## src/rtl/uart_pkg.sv

```systemverilog
// Shared definitions for the memory-mapped UART transmitter: register map,
// STATUS bit positions, TX state encoding and the DIV clamp helper.
package uart_pkg;

    localparam logic [1:0] REG_TXDATA = 2'd0;
    localparam logic [1:0] REG_STATUS = 2'd1;
    localparam logic [1:0] REG_DIV    = 2'd2;
    localparam logic [1:0] REG_CTRL   = 2'd3;

    localparam int ST_FULL      = 0;
    localparam int ST_EMPTY     = 1;
    localparam int ST_BUSY      = 2;
    localparam int ST_OVF       = 3;
    localparam int ST_COUNT_LSB = 4;

    typedef enum logic [1:0] {
        TX_IDLE  = 2'd0,
        TX_START = 2'd1,
        TX_DATA  = 2'd2,
        TX_STOP  = 2'd3
    } tx_state_e;

    // A divisor below 2 cannot be counted by the baud counter, so it saturates at 2.
    function automatic logic [15:0] clamp_div(input logic [15:0] value);
        return (value < 16'd2) ? 16'd2 : value;
    endfunction

endpackage

```

## src/rtl/uart_tx_fifo.sv

```systemverilog
// Synchronous show-ahead FIFO; pointers carry an extra wrap bit so full and
// empty are distinguished without a separate counter.
module uart_tx_fifo
    import uart_pkg::*;
#(
    parameter int DEPTH = 8,
    parameter int WIDTH = 8,
    localparam int AW   = $clog2(DEPTH)
) (
    input  logic             clk,
    input  logic             rst,
    input  logic             push,
    input  logic             pop,
    input  logic [WIDTH-1:0] din,
    output logic [WIDTH-1:0] dout,
    output logic             full,
    output logic             empty,
    output logic [AW:0]      count
);

    logic [WIDTH-1:0] mem_r [DEPTH];
    logic [AW:0]      wr_ptr_r;
    logic [AW:0]      rd_ptr_r;
    logic             do_push_s;
    logic             do_pop_s;

    assign empty = (wr_ptr_r == rd_ptr_r);
    assign full  = (wr_ptr_r[AW] != rd_ptr_r[AW]) &&
                   (wr_ptr_r[AW-1:0] == rd_ptr_r[AW-1:0]);
    assign count = wr_ptr_r - rd_ptr_r;
    assign dout  = mem_r[rd_ptr_r[AW-1:0]];

    // A push into a full FIFO is only accepted when a pop frees a slot in the same cycle.
    assign do_pop_s  = pop & ~empty;
    assign do_push_s = push & (~full | do_pop_s);

    // Storage array; no reset needed since contents are qualified by the pointers.
    always_ff @(posedge clk) begin
        if (do_push_s) begin
            mem_r[wr_ptr_r[AW-1:0]] <= din;
        end
    end

    // Read and write pointers.
    always_ff @(posedge clk or negedge rst) begin
        if (!rst) begin
            wr_ptr_r <= '0;
            rd_ptr_r <= '0;
        end else begin
            if (do_push_s) begin
                wr_ptr_r <= wr_ptr_r + {{AW{1'b0}}, 1'b1};
            end
            if (do_pop_s) begin
                rd_ptr_r <= rd_ptr_r + {{AW{1'b0}}, 1'b1};
            end
        end
    end

endmodule

```

## src/rtl/uart_tx_mmio.sv

```systemverilog
// Memory-mapped 8N1 UART transmitter: 16-byte register window on the CPU data
// bus, TX FIFO, baud counter and frame serialiser.
module uart_tx_mmio
    import uart_pkg::*;
#(
    parameter logic [31:0] BASE_ADDR   = 32'hFFFF_0000,
    parameter int          FIFO_DEPTH  = 8,
    parameter logic [15:0] DEFAULT_DIV = 16'd868
) (
    input  logic        clk,
    input  logic        rst,
    input  logic        data_read,
    input  logic [3:0]  data_write,
    input  logic [31:0] data_addr,
    input  logic [31:0] data_in,
    output logic [31:0] rd_data,
    output logic        rd_hit_q,
    output logic        txd,
    output logic        irq
);

    localparam int AW = $clog2(FIFO_DEPTH);

    logic        hit_s;
    logic [1:0]  sel_s;
    logic        push_s;
    logic        pop_s;
    logic        ovf_clr_s;
    logic        div_wr_s;
    logic        ctrl_wr_s;
    logic [15:0] div_wr_val_s;
    logic [31:0] rd_mux_s;
    logic [3:0]  count4_s;
    logic        busy_s;

    logic [7:0]  fifo_dout_s;
    logic        fifo_full_s;
    logic        fifo_empty_s;
    logic [AW:0] fifo_count_s;

    logic [15:0] div_r;
    logic        irq_en_r;
    logic        ovf_r;
    logic [31:0] rd_data_r;
    logic        rd_hit_r;
    logic        irq_r;

    tx_state_e   state_r, state_n;
    logic [15:0] bcnt_r, bcnt_n;
    logic [15:0] div_q_r, div_q_n;
    logic [7:0]  shreg_r, shreg_n;
    logic [2:0]  idx_r, idx_n;
    logic        txd_r, txd_n;

    uart_tx_fifo #(
        .DEPTH (FIFO_DEPTH),
        .WIDTH (8)
    ) u_fifo (
        .clk   (clk),
        .rst   (rst),
        .push  (push_s),
        .pop   (pop_s),
        .din   (data_in[7:0]),
        .dout  (fifo_dout_s),
        .full  (fifo_full_s),
        .empty (fifo_empty_s),
        .count (fifo_count_s)
    );

    assign hit_s     = (data_addr[31:4] == BASE_ADDR[31:4]);
    assign sel_s     = data_addr[3:2];
    assign push_s    = hit_s & (sel_s == REG_TXDATA) & data_write[0];
    assign ovf_clr_s = hit_s & (sel_s == REG_STATUS) & data_write[0] & data_in[ST_OVF];
    assign div_wr_s  = hit_s & (sel_s == REG_DIV) & (|data_write[1:0]);
    assign ctrl_wr_s = hit_s & (sel_s == REG_CTRL) & data_write[0];
    assign busy_s    = (state_r != TX_IDLE);
    assign count4_s  = 4'(fifo_count_s);

    assign div_wr_val_s = clamp_div({data_write[1] ? data_in[15:8] : div_r[15:8],
                                     data_write[0] ? data_in[7:0]  : div_r[7:0]});

    // Register read multiplexer.
    always_comb begin
        rd_mux_s = 32'd0;
        case (sel_s)
            REG_TXDATA: rd_mux_s = 32'd0;
            REG_STATUS: rd_mux_s = {24'd0, count4_s, ovf_r, busy_s, fifo_empty_s, fifo_full_s};
            REG_DIV:    rd_mux_s = {16'd0, div_r};
            REG_CTRL:   rd_mux_s = {31'd0, irq_en_r};
            default:    rd_mux_s = 32'd0;
        endcase
    end

    // Control/status registers; OVF is sticky until software clears it.
    always_ff @(posedge clk or negedge rst) begin
        if (!rst) begin
            div_r    <= DEFAULT_DIV;
            irq_en_r <= 1'b0;
            ovf_r    <= 1'b0;
        end else begin
            if (div_wr_s) begin
                div_r <= div_wr_val_s;
            end
            if (ctrl_wr_s) begin
                irq_en_r <= data_in[0];
            end
            if (push_s & fifo_full_s & ~pop_s) begin
                ovf_r <= 1'b1;
            end else if (ovf_clr_s) begin
                ovf_r <= 1'b0;
            end
        end
    end

    // Bus read response and interrupt, both one cycle behind their source.
    always_ff @(posedge clk or negedge rst) begin
        if (!rst) begin
            rd_data_r <= 32'd0;
            rd_hit_r  <= 1'b0;
            irq_r     <= 1'b0;
        end else begin
            rd_data_r <= (data_read & hit_s) ? rd_mux_s : 32'd0;
            rd_hit_r  <= data_read & hit_s;
            irq_r     <= irq_en_r & fifo_empty_s & ~busy_s;
        end
    end

    // TX next-state logic; a frame start (from IDLE or back-to-back from STOP) pops and latches DIV.
    always_comb begin
        state_n = state_r;
        bcnt_n  = bcnt_r;
        div_q_n = div_q_r;
        shreg_n = shreg_r;
        idx_n   = idx_r;
        txd_n   = txd_r;
        pop_s   = 1'b0;
        case (state_r)
            TX_IDLE: begin
                if (!fifo_empty_s) begin
                    pop_s   = 1'b1;
                    shreg_n = fifo_dout_s;
                    div_q_n = div_r;
                    bcnt_n  = div_r - 16'd1;
                    state_n = TX_START;
                    txd_n   = 1'b0;
                end else begin
                    txd_n   = 1'b1;
                end
            end
            TX_START: begin
                if (bcnt_r == 16'd0) begin
                    state_n = TX_DATA;
                    bcnt_n  = div_q_r - 16'd1;
                    idx_n   = 3'd0;
                    txd_n   = shreg_r[0];
                end else begin
                    bcnt_n  = bcnt_r - 16'd1;
                end
            end
            TX_DATA: begin
                if (bcnt_r == 16'd0) begin
                    bcnt_n = div_q_r - 16'd1;
                    idx_n  = idx_r + 3'd1;
                    if (idx_r == 3'd7) begin
                        state_n = TX_STOP;
                        txd_n   = 1'b1;
                    end else begin
                        shreg_n = {1'b0, shreg_r[7:1]};
                        txd_n   = shreg_r[1];
                    end
                end else begin
                    bcnt_n = bcnt_r - 16'd1;
                end
            end
            TX_STOP: begin
                if (bcnt_r == 16'd0) begin
                    if (!fifo_empty_s) begin
                        pop_s   = 1'b1;
                        shreg_n = fifo_dout_s;
                        div_q_n = div_r;
                        bcnt_n  = div_r - 16'd1;
                        state_n = TX_START;
                        txd_n   = 1'b0;
                    end else begin
                        state_n = TX_IDLE;
                        txd_n   = 1'b1;
                    end
                end else begin
                    bcnt_n = bcnt_r - 16'd1;
                end
            end
            default: begin
                state_n = TX_IDLE;
                txd_n   = 1'b1;
            end
        endcase
    end

    // TX state register; reset aborts any frame and forces the line idle.
    always_ff @(posedge clk or negedge rst) begin
        if (!rst) begin
            state_r <= TX_IDLE;
            bcnt_r  <= 16'd0;
            div_q_r <= DEFAULT_DIV;
            shreg_r <= 8'd0;
            idx_r   <= 3'd0;
            txd_r   <= 1'b1;
        end else begin
            state_r <= state_n;
            bcnt_r  <= bcnt_n;
            div_q_r <= div_q_n;
            shreg_r <= shreg_n;
            idx_r   <= idx_n;
            txd_r   <= txd_n;
        end
    end

    assign rd_data  = rd_data_r;
    assign rd_hit_q = rd_hit_r;
    assign txd      = txd_r;
    assign irq      = irq_r;

endmodule
```

## config.mk

```make
export PLATFORM = sky130hd
export DESIGN_NAME = uart_tx_mmio
export DESIGN_NICKNAME = d
export VERILOG_FILES = /design/src/rtl/uart_pkg.sv /design/src/rtl/uart_tx_fifo.sv /design/src/rtl/uart_tx_mmio.sv
export SDC_FILE = /design/constraint.sdc
export NUM_CORES = 1
export LEC_CHECK = 0
export CORE_ASPECT_RATIO = 1.4
export CORE_MARGIN = 2
export CORE_UTILIZATION = 35
export CTS_BUF_LIST = sky130_fd_sc_hd__clkbuf_16
export DETAILED_ROUTE_END_ITERATION = 8
export SETUP_SLACK_MARGIN = 0.4
export SYNTH_ARGS = -nofsm -noshare
export SYNTH_HDL_FRONTEND = slang
export SYNTH_HIERARCHICAL = 1
export SYNTH_SLANG_ARGS = --single-unit
```

## constraint.sdc

```tcl
create_clock -name clk -period 11.4 [get_ports clk]
set_input_delay 1.14 -clock clk [delete_from_list [all_inputs] [get_ports clk]]
set_output_delay 1.14 -clock clk [all_outputs]
set_load 0.05 [all_outputs]
```

# After elaboration in Yosys (flattened, before gate mapping)
# Memories as Yosys holds them, arrays and structs flattened.
# Index checks and enable logic that the tools add are counted.
# totals
register_bits	106
elab_cells	117
n_memories	1
input_bits	71
ramBits	64
out_inout_bits	35
# mem_list
memory	words	word_bits	rd	rd_ports_with_merged_regs	write_ports	line	text
u_fifo.mem_r	8	8	1	0	1	uart_tx_fifo.sv:21	logic [WIDTH-1:0] mem_r [DEPTH];
# op_classes
bitwise_logic	21
add_sub_neg	7
n_reduce_logical	16
eq_ne	17
magnitude_cmp	1
mux	40
# op_table
op	n
one-hot mux 32 bit (4 select lines)	1
2-to-1 mux 16 bit	6
2-to-1 mux 8 bit	6
one-hot mux 16 bit (3 select lines)	1
subtractor 16 x 1 -> 16 bit (second input constant)	3
2-to-1 mux 32 bit	1
one-hot mux 16 bit (2 select lines)	1
equality test 28 bit (second input constant)	1
one-hot mux 8 bit (3 select lines)	1
bitwise AND 1 bit	16
zero test 16 bit	1
< comparator 16 x 2 -> 1 bit (second input constant)	1
2-to-1 mux 1 bit	12
inequality test 2 bit (second input constant)	6
2-to-1 mux 2 bit	5
adder 4 x 1 -> 4 bit (second input constant)	2
equality test 2 bit (second input constant)	4
one-hot mux 2 bit (4 select lines)	1
nonzero test 2 bit	4
2-to-1 mux 3 bit	2
one-hot mux 3 bit (2 select lines)	1
AND reduction 3 bit	2
AND reduction 5 bit	1
equality test 2 x 1 -> 1 bit (second input constant)	2
other kinds (16)	21

# Longest topological paths before layout
# Gate-level depths: netlist (run 1).
# logic_depth
ltp_word	9
mapped_depth	12
depth_no_buf	9

# Modules after synthesis
# The synthesis (run 1) kept the hierarchy.
# modules_own_cells
module	instances	cells_each	seq_area_each_um2	area_each_um2
uart_tx_mmio	1	499	2065.7	4892.2
uart_tx_fifo	1	169	2122.0	2975.4

# Worst setup path after synthesis (run 1)
# Ideal clock, no wire load.
# synth_timing
path_kind	input to register
from	input data_addr[13]
to	memory u_fifo.mem_r[1][0], enable pin
slack_ps	7095
required_time_ps	11005
arrival_ps	3910
path_stages	6
path_buffers	0
setup_ps	395
cell_sequence	or4b_2 -> nor4_4 -> nand3_1 -> nor3_1 -> nand2_1 -> nor4_1
# synth_between
elab_chain_len	6
# synth_lines
item	line	text
start: declaration	uart_tx_mmio.sv:14	input logic [31:0] data_addr,
equality test 28 bit	uart_tx_mmio.sv:70	assign hit_s = (data_addr[31:4] == BASE_ADDR[31:4]);
bitwise AND 1 bit (2 in series)	uart_tx_mmio.sv:72	assign push_s = hit_s & (sel_s == REG_TXDATA) & data_write[0];
net push_s	uart_tx_mmio.sv:26	logic push_s;
bitwise AND 1 bit	uart_tx_fifo.sv:35	assign do_push_s = push & (~full | do_pop_s);
2-to-1 mux 1 bit	uart_tx_fifo.sv:39	if (do_push_s) begin
2-to-1 mux 1 bit (implied by the code)	uart_tx_fifo.sv:40	mem_r[wr_ptr_r[AW-1:0]] <= din;
end: declaration	uart_tx_fifo.sv:21	
# The timed path passes the listed nets, and every way through them passes these cells.

# Worst setup path after layout (run 1)
# layout_timing
from	register bcnt_r[0]
to	memory u_fifo.mem_r[7][0], enable pin
# layout_between
elab_chain_len	8
# layout_lines
item	line	text
start: declaration	uart_tx_mmio.sv:49	logic [15:0] bcnt_r, bcnt_n;
start signal: assignment	uart_tx_mmio.sv:210	bcnt_r <= bcnt_n;
zero test 16 bit	uart_tx_mmio.sv:176	if (bcnt_r == 16'd0) begin
2-to-1 mux 1 bit	uart_tx_mmio.sv:176	
one-hot mux 1 bit (2 select lines)	uart_tx_mmio.sv:137	case (state_r)
net pop_s	uart_tx_mmio.sv:27	logic pop_s;
bitwise AND 1 bit	uart_tx_fifo.sv:34	assign do_pop_s = pop & ~empty;
OR 1 bit	uart_tx_fifo.sv:35	
bitwise AND 1 bit	uart_tx_fifo.sv:35	
2-to-1 mux 1 bit	uart_tx_fifo.sv:39	
2-to-1 mux 1 bit (implied by the code)	uart_tx_fifo.sv:40	
# The timed path passes the listed nets, and every way through them passes these cells.

==> flow_metrics.tcl, run 1 <==
set metrics [dict create \
    synthTopCellsByArea "dfrtp_1, edfxtp_1, mux4_2" \
    area_delta_synth_final_pct 19.00 \
    synthCells 668 \
    worst-setup-path-type "reg2reg" \
    synth_xor_area_frac 0.04771 \
    hp-class "reg2reg" \
    ant_nets 0 \
    cp-end-kind "flop" \
    worstPathCellList "inv_1, ha_1, or4b_1, nor4_4, a21oi_1, nor3_1, o31ai_2, nor2_1" \
    synth_seq_area_share 0.5323 \
    synth_cell_type_count 72 \
    finalInstanceArea_um2 9363 \
    wire_per_inst_um 18.33 \
    antenna_found_initial 0 \
    yosys_warnings 6 \
    cts-root-buf "clkbuf_16" \
    synth_top_family_by_area "simple AND/OR/NAND/NOR gates" \
    skew_ps 11.91 \
    mostFrequentLayoutCells "dfrtp_1, clkdlybuf4s50_1, nand2_1, edfxtp_1, nor2_1" \
    dr.pass1.iters 4 \
    clk_latency_ps 430 \
    n_antenna_cell 0 \
    place_congestion 0.7839 \
    avgSynthCellArea_um2 11.78 \
    synth_fa_ha_area_frac 0.02640 \
    combPwrFrac 0.044 \
    num_vias 5420 \
    grt_pass1_wl_um 30350 \
    rsz0062_at_grt "no" \
    grt-ovfl-total 0 \
    die_area_um2 23710 \
    cp_num_buf_inv 1 \
    maxCapViolCount 0 \
    cts_tree "built" \
    cts.sinks 154 \
    post-cts-setup-buffers 0 \
    post_cts_resize_count 0 \
    synth_compound_area_frac 0.08842 \
    fp.dieW_um 130.7 \
    clkPwrFrac 0.463 \
    startpoint_type "flop" \
    synth_edf_count 64 \
    grt_pass1_vias 5500 \
    syn_area_um2 7868 \
    post-route-period-util 0.4072 \
    pin_count 106 \
    seq_power_share 0.493 \
    row_count 64 \
    period_needed_ps 4642 \
    coreArea_um2 21940 \
    synth_top_area_cell "dfrtp_1" \
    final_common_cell "dfrtp_1" \
    critPathArrivalTime_ps 4680 \
    setup_viol 0 \
    drive_above_1_share 0.1631 \
    placed_area_um2 8800 \
    h-tree-depth 4 \
    grt_max_degree 47 \
    finalHoldViolations 0 \
    drtIter0Drc 331 \
    peakVddDrop_v 0.0001486 \
    synthFlopType "dfrtp_1" \
    slowest_delay_ps 870 \
    clkTransAtPathRegs_ps 60 \
    grt_use_total 0.1691 \
    async_flop_share 0.5844 \
    drt_wl_total_um 19150 \
    fin_nets 822 \
    p_sw_mw 0.2728 \
    path_max_fanout 17 \
    crit_path_top_delay_cell "nor2_1" \
    critPathTopFamily "simple AND/OR/NAND/NOR gates" \
    cts_buffer_depth 2 \
    cts_buffers 17 \
    routed_via_density 5.187 \
    synth_simple_gate_area_share 0.1552 \
    fill_cells 2073 \
    synthMuxAreaShare 0.1053 \
    cellInternalPower_mw 0.9016 \
    tightest_slew_ps 1095 \
    fmax_mhz 215.4 \
    leakagePower_nw 3.924 \
    synth_top_cell_area_share 0.2513 \
    io_buffers 69 \
    powerDensity_nw_per_um2 125.4 \
    rrSetupSlack_ps 6760 \
    tns_ps 0 \
    dp_cells 1013 \
    drv_slew 0 \
    status "complete, no violations" \
    maxSlewHeadroom 0.2674 \
    stdcell_count 1045 \
    cp_data_required_time_ps 11440 \
    dp_hpwl_um 13890 \
    p_sw_frac 0.2323 \
    die_h_um 181.4 \
    initial_core_util 0.3586 \
    remaining_drc_errors 0 \
    ys_ff_latch 154 \
    cts_hold_buf 0 \
]
-- stage by stage --
| stage | utilization | hold slack, ps | setup WS [ps] | total power, mW |
|---|---|---|---|---|
| after floorplan | - | 449.6 | 7095 | 0.6140 |
| after global placement | 0.4011 | 462.3 | 6409 | 0.6414 |
| after detailed placement | 0.4011 | 475.9 | 6392 | 0.6420 |
| after CTS | 0.4267 | 490.6 | 6734 | 1.187 |
| after global routing | 0.4267 | 510.1 | 6490 | 1.215 |
| final | 0.4267 | 488.6 | 6758 | 1.174 |
-- state kept, by name (all words and copies together) (netlist names) --
signal           count
u_fifo/mem_r        64
rd_data             16
txd                  1
rd_hit_q             1
u_fifo/wr_ptr_r      4
u_fifo/rd_ptr_r      4
ovf_r                1
div_q_r             16
idx_r                3
bcnt_r              16
state_r              2
div_r               16
shreg_r              8
irq                  1
irq_en_r             1
-- worst paths after layout --
check,start,to,depth (start not counted)
setup / recovery,bcnt_r[0]$_DFF_PN0_,u_fifo/mem_r[7][0]$_DFFE_PP_,8
hold / removal,shreg_r[2]$_DFFE_PN0P_,shreg_r[2]$_DFFE_PN0P_,2
setup reg to reg,bcnt_r[0]$_DFF_PN0_,u_fifo/mem_r[7][0]$_DFFE_PP_,8
hold reg to reg,shreg_r[2]$_DFFE_PN0P_,shreg_r[2]$_DFFE_PN0P_,2
max in group asynchronous,rst,idx_r[0]$_DFFE_PN0P_,2
min in group asynchronous,rst,rd_data[9]$_DFF_PN0_,1
-- routing by layer --
metal / part of all wire / track usage / vias to the layer above
met5: 0 / 0 / -
met4: 0.029 / 0.07021 / 0
met3: 0.025 / 0.02534 / 31
met2: 0.56 / 0.3156 / 115
met1: 0.38 / 0.1871 / 2696
li1: - / - / 2578
-- power groups by stage --
stage	Combinational [mW]	Sequential [mW]	Clock, mW
2_1_floorplan	0.0239	0.590	0
3_3_place_gp	0.0517	0.590	0
3_5_place_dp	0.0522	0.590	0
4_1_cts	0.0523	0.579	0.556
5_1_grt	0.0563	0.579	0.580
6_report	0.0515	0.579	0.544
-- cell type report --
class                           count  area (µm²)  share of cell area
Sequential cell                   154        4188              0.4473
Clock inverter                     15       137.6             0.01470
Multi-Input combinational cell    460        3391              0.3622
Tap cell                          297       371.6             0.03969
Timing Repair Buffer               79       763.2             0.08152
Clock buffer                       17       425.4             0.04544
Inverter                           23       86.33            0.009221
-- Yosys cell counts, types with 11 or more instances --
cell type,number
dfstp_2,11
xor2_1,21
nor2_1,43
a21oi_1,12
dfrtp_1,79
buf_4,18
nor4_1,15
edfxtp_1,64
mux2_2,26
inv_1,21
nand2_1,65
mux4_2,16
nand3_1,15
clkbuf_1,20
xnor2_1,20
nor3_1,19
o21ai_0,24
ha_1,15
-- worst reg2reg max path, stage by stage (launching register included) --
cell	delay, ps
dfrtp_1	420
inv_1	100
ha_1	140
or4b_1	550
nor4_4	850
a21oi_1	370
nor3_1	710
o31ai_2	240
nor2_1	870
-- kinds of logic (layout without fill, tap and decap cells) --
group | after synthesis | in the layout
AO/OA/AOI/OAI | 101 | 101
XOR/XNOR | 42 | 42
adder cells (fa/ha/maj) | 16 | 16
buffers and inverters | 69 | 134
flip-flops | 154 | 154
multiplexers | 57 | 57
other | 1 | 16
AND/OR/NAND/NOR | 228 | 228
Note: power is estimated with default switching activity, not from simulation.
==> run 2: changes to the inputs <==
Clock period 11.4 ns to 4.9 ns, I/O delays scaled along.
==> run 2 against run 1 <==
Critical path type is now in2reg. Wire length down 2.0%. Core utilization up 0.16 points. Via count up 1.5%. Final area up 0.37%. First-iteration DRC count up 8.5%. Critical path depth unchanged. Final cell count up 0.48%. Flip-flop and latch count unchanged. Worst hold slack worse by 420 ps. Power up 130%. Largest cell class unchanged. Worst setup slack worse by 5300 ps.
==> flow_metrics.tcl, run 2 (synthesized netlist as in run 1, its figures left out) <==
set metrics [dict create \
    fin_nets 827 \
    maxSlewHeadroom 0.2865 \
    ant_nets 0 \
    critPathArrivalTime_ps 3540 \
    tns_ps 0 \
    remaining_drc_errors 0 \
    grt_pass1_vias 5505 \
    grt_pass1_wl_um 30060 \
    h-tree-depth 4 \
    area_delta_synth_final_pct 19.45 \
    cp_data_required_time_ps 5030 \
    antenna_found_initial 0 \
    cts_hold_buf 0 \
    critical_path.startpoint "data_addr[13]" \
    fill_cells 2074 \
    largest_register_ff_count 64 \
    grt_max_degree 48 \
    r2r-start "u_fifo/rd_ptr_r[2]$_DFFE_PN0P_" \
    period_needed_ps 3410 \
    placed_area_um2 8837 \
    startpoint_type "input port" \
    grt_use_total 0.1657 \
    post-route-period-util 0.6959 \
    clkTransAtPathRegs_ps 70 \
    post-cts-setup-buffers 0 \
    cp-end-kind "flop" \
    worst-setup-path-type "in2reg" \
    cts_buffers 17 \
    n_antenna_cell 0 \
    skew_ps 6.871 \
    setup_viol 0 \
    hp-class "in2async" \
    cts_tree "built" \
    grt-ovfl-total 0 \
    drv_slew 0 \
    dr.pass1.iters 5 \
    dp_cells 1018 \
    cts.sinks 154 \
    coreArea_um2 21940 \
    clk_latency_ps 420 \
    cts_buffer_depth 2 \
    powerDensity_nw_per_um2 288.7 \
    initial_core_util 0.3586 \
    post_cts_resize_count 0 \
    cts-root-buf "clkbuf_16" \
    place_congestion 0.8116 \
    finalInstanceArea_um2 9398 \
    io_buffers 69 \
    path_max_fanout 8 \
    tightest_slew_ps 1070 \
    stdcell_count 1050 \
    mostFrequentLayoutCells "dfrtp_1, clkdlybuf4s50_1, nand2_1, edfxtp_1, nor2_1" \
    finalHoldViolations 0 \
    num_vias 5501 \
    die_area_um2 23710 \
    fmax_mhz 293.3 \
    leakagePower_nw 3.960 \
    drtIter0Drc 359 \
    pin_count 106 \
    dp_hpwl_um 13900 \
    drive_above_1_share 0.1700 \
    fp.dieW_um 130.7 \
    wire_per_inst_um 17.87 \
    peakVddDrop_v 0.0002612 \
    status "complete, no violations" \
    rsz0062_at_grt "no" \
    final_common_cell "dfrtp_1" \
    drt_wl_total_um 18760 \
    maxCapViolCount 0 \
    routed_via_density 5.239 \
    die_h_um 181.4 \
    row_count 64 \
]
[run 2: cell types whose count changed in the layout (fill, tap and decap cells not counted), moves of 2 or more]
| cell | change |
|---|---|
| buf_4 | +5 |
| clkinv_4 | +3 |
| clkinvlp_4 | -2 |
| inv_6 | -3 |
[run 2: worst paths after layout]
check                                               end  slack (ps)  cells after the start
max in group asynchronous       div_q_r[10]$_DFFE_PN0P_        3760                      2
setup / recovery           u_fifo/mem_r[1][5]$_DFFE_PP_        1490                      8
min in group clk                 shreg_r[5]$_DFFE_PN0P_         480                      2
setup reg to reg                 shreg_r[3]$_DFFE_PN0P_        1690                      7
hold reg to reg                  shreg_r[5]$_DFFE_PN0P_         480                      2
hold / removal                       rd_hit_q$_DFF_PN0_          70                      1
[run 2: through the flow]
step / hold slack (ps) / utilization / total power [mW] / setup slack [ps]
6_report: 72.67 / 0.4283 / 2.713 / 1490
5_1_grt: 113.4 / 0.4283 / 2.799 / 1237
4_1_cts: 85.80 / 0.4283 / 2.738 / 1494
3_5_place_dp: 471.3 / 0.4028 / 1.493 / 1075
3_3_place_gp: 464.4 / 0.4028 / 1.493 / 1077
2_1_floorplan: 194.4 / - / 1.429 / 1187
[run 2: power breakdown]
group | switching (mW) | internal, mW | total [mW]
Sequential | 0.000755 | 1.35 | 1.35
Combinational | 0.0764 | 0.0434 | 0.120
Clock | 0.557 | 0.689 | 1.25
Total | 0.635 | 2.08 | 2.71
[run 2: routing by layer]
layer  vias up  routed length [µm]  GRT usage
li1       2596                   -          -
met1      2770                7027     0.1870
met2       105               10760     0.3081
met3        30                 507    0.02210
met4         0                 471    0.06723
met5         -                   0          0
[run 2: cell type report]
type                       instances  area [µm²]  area share
timing repair buffer              84       800.8     0.08521
clock inverter                    14       110.1     0.01172
inverter                          23       86.33    0.009187
multi-input combinational        460        3391      0.3608
clock buffer                      18       450.4     0.04793
sequential                       154        4188      0.4456
tap                              297       371.6     0.03954
[run 2: worst max-delay path, cell delays in order]
cell             delay [ps]
clkdlybuf4s50_1         390
or4b_2                  710
nor4_4                  460
nand3_1                 160
nor3_1                  650
nand2_1                 160
nor4_1                  280
buf_4                   230
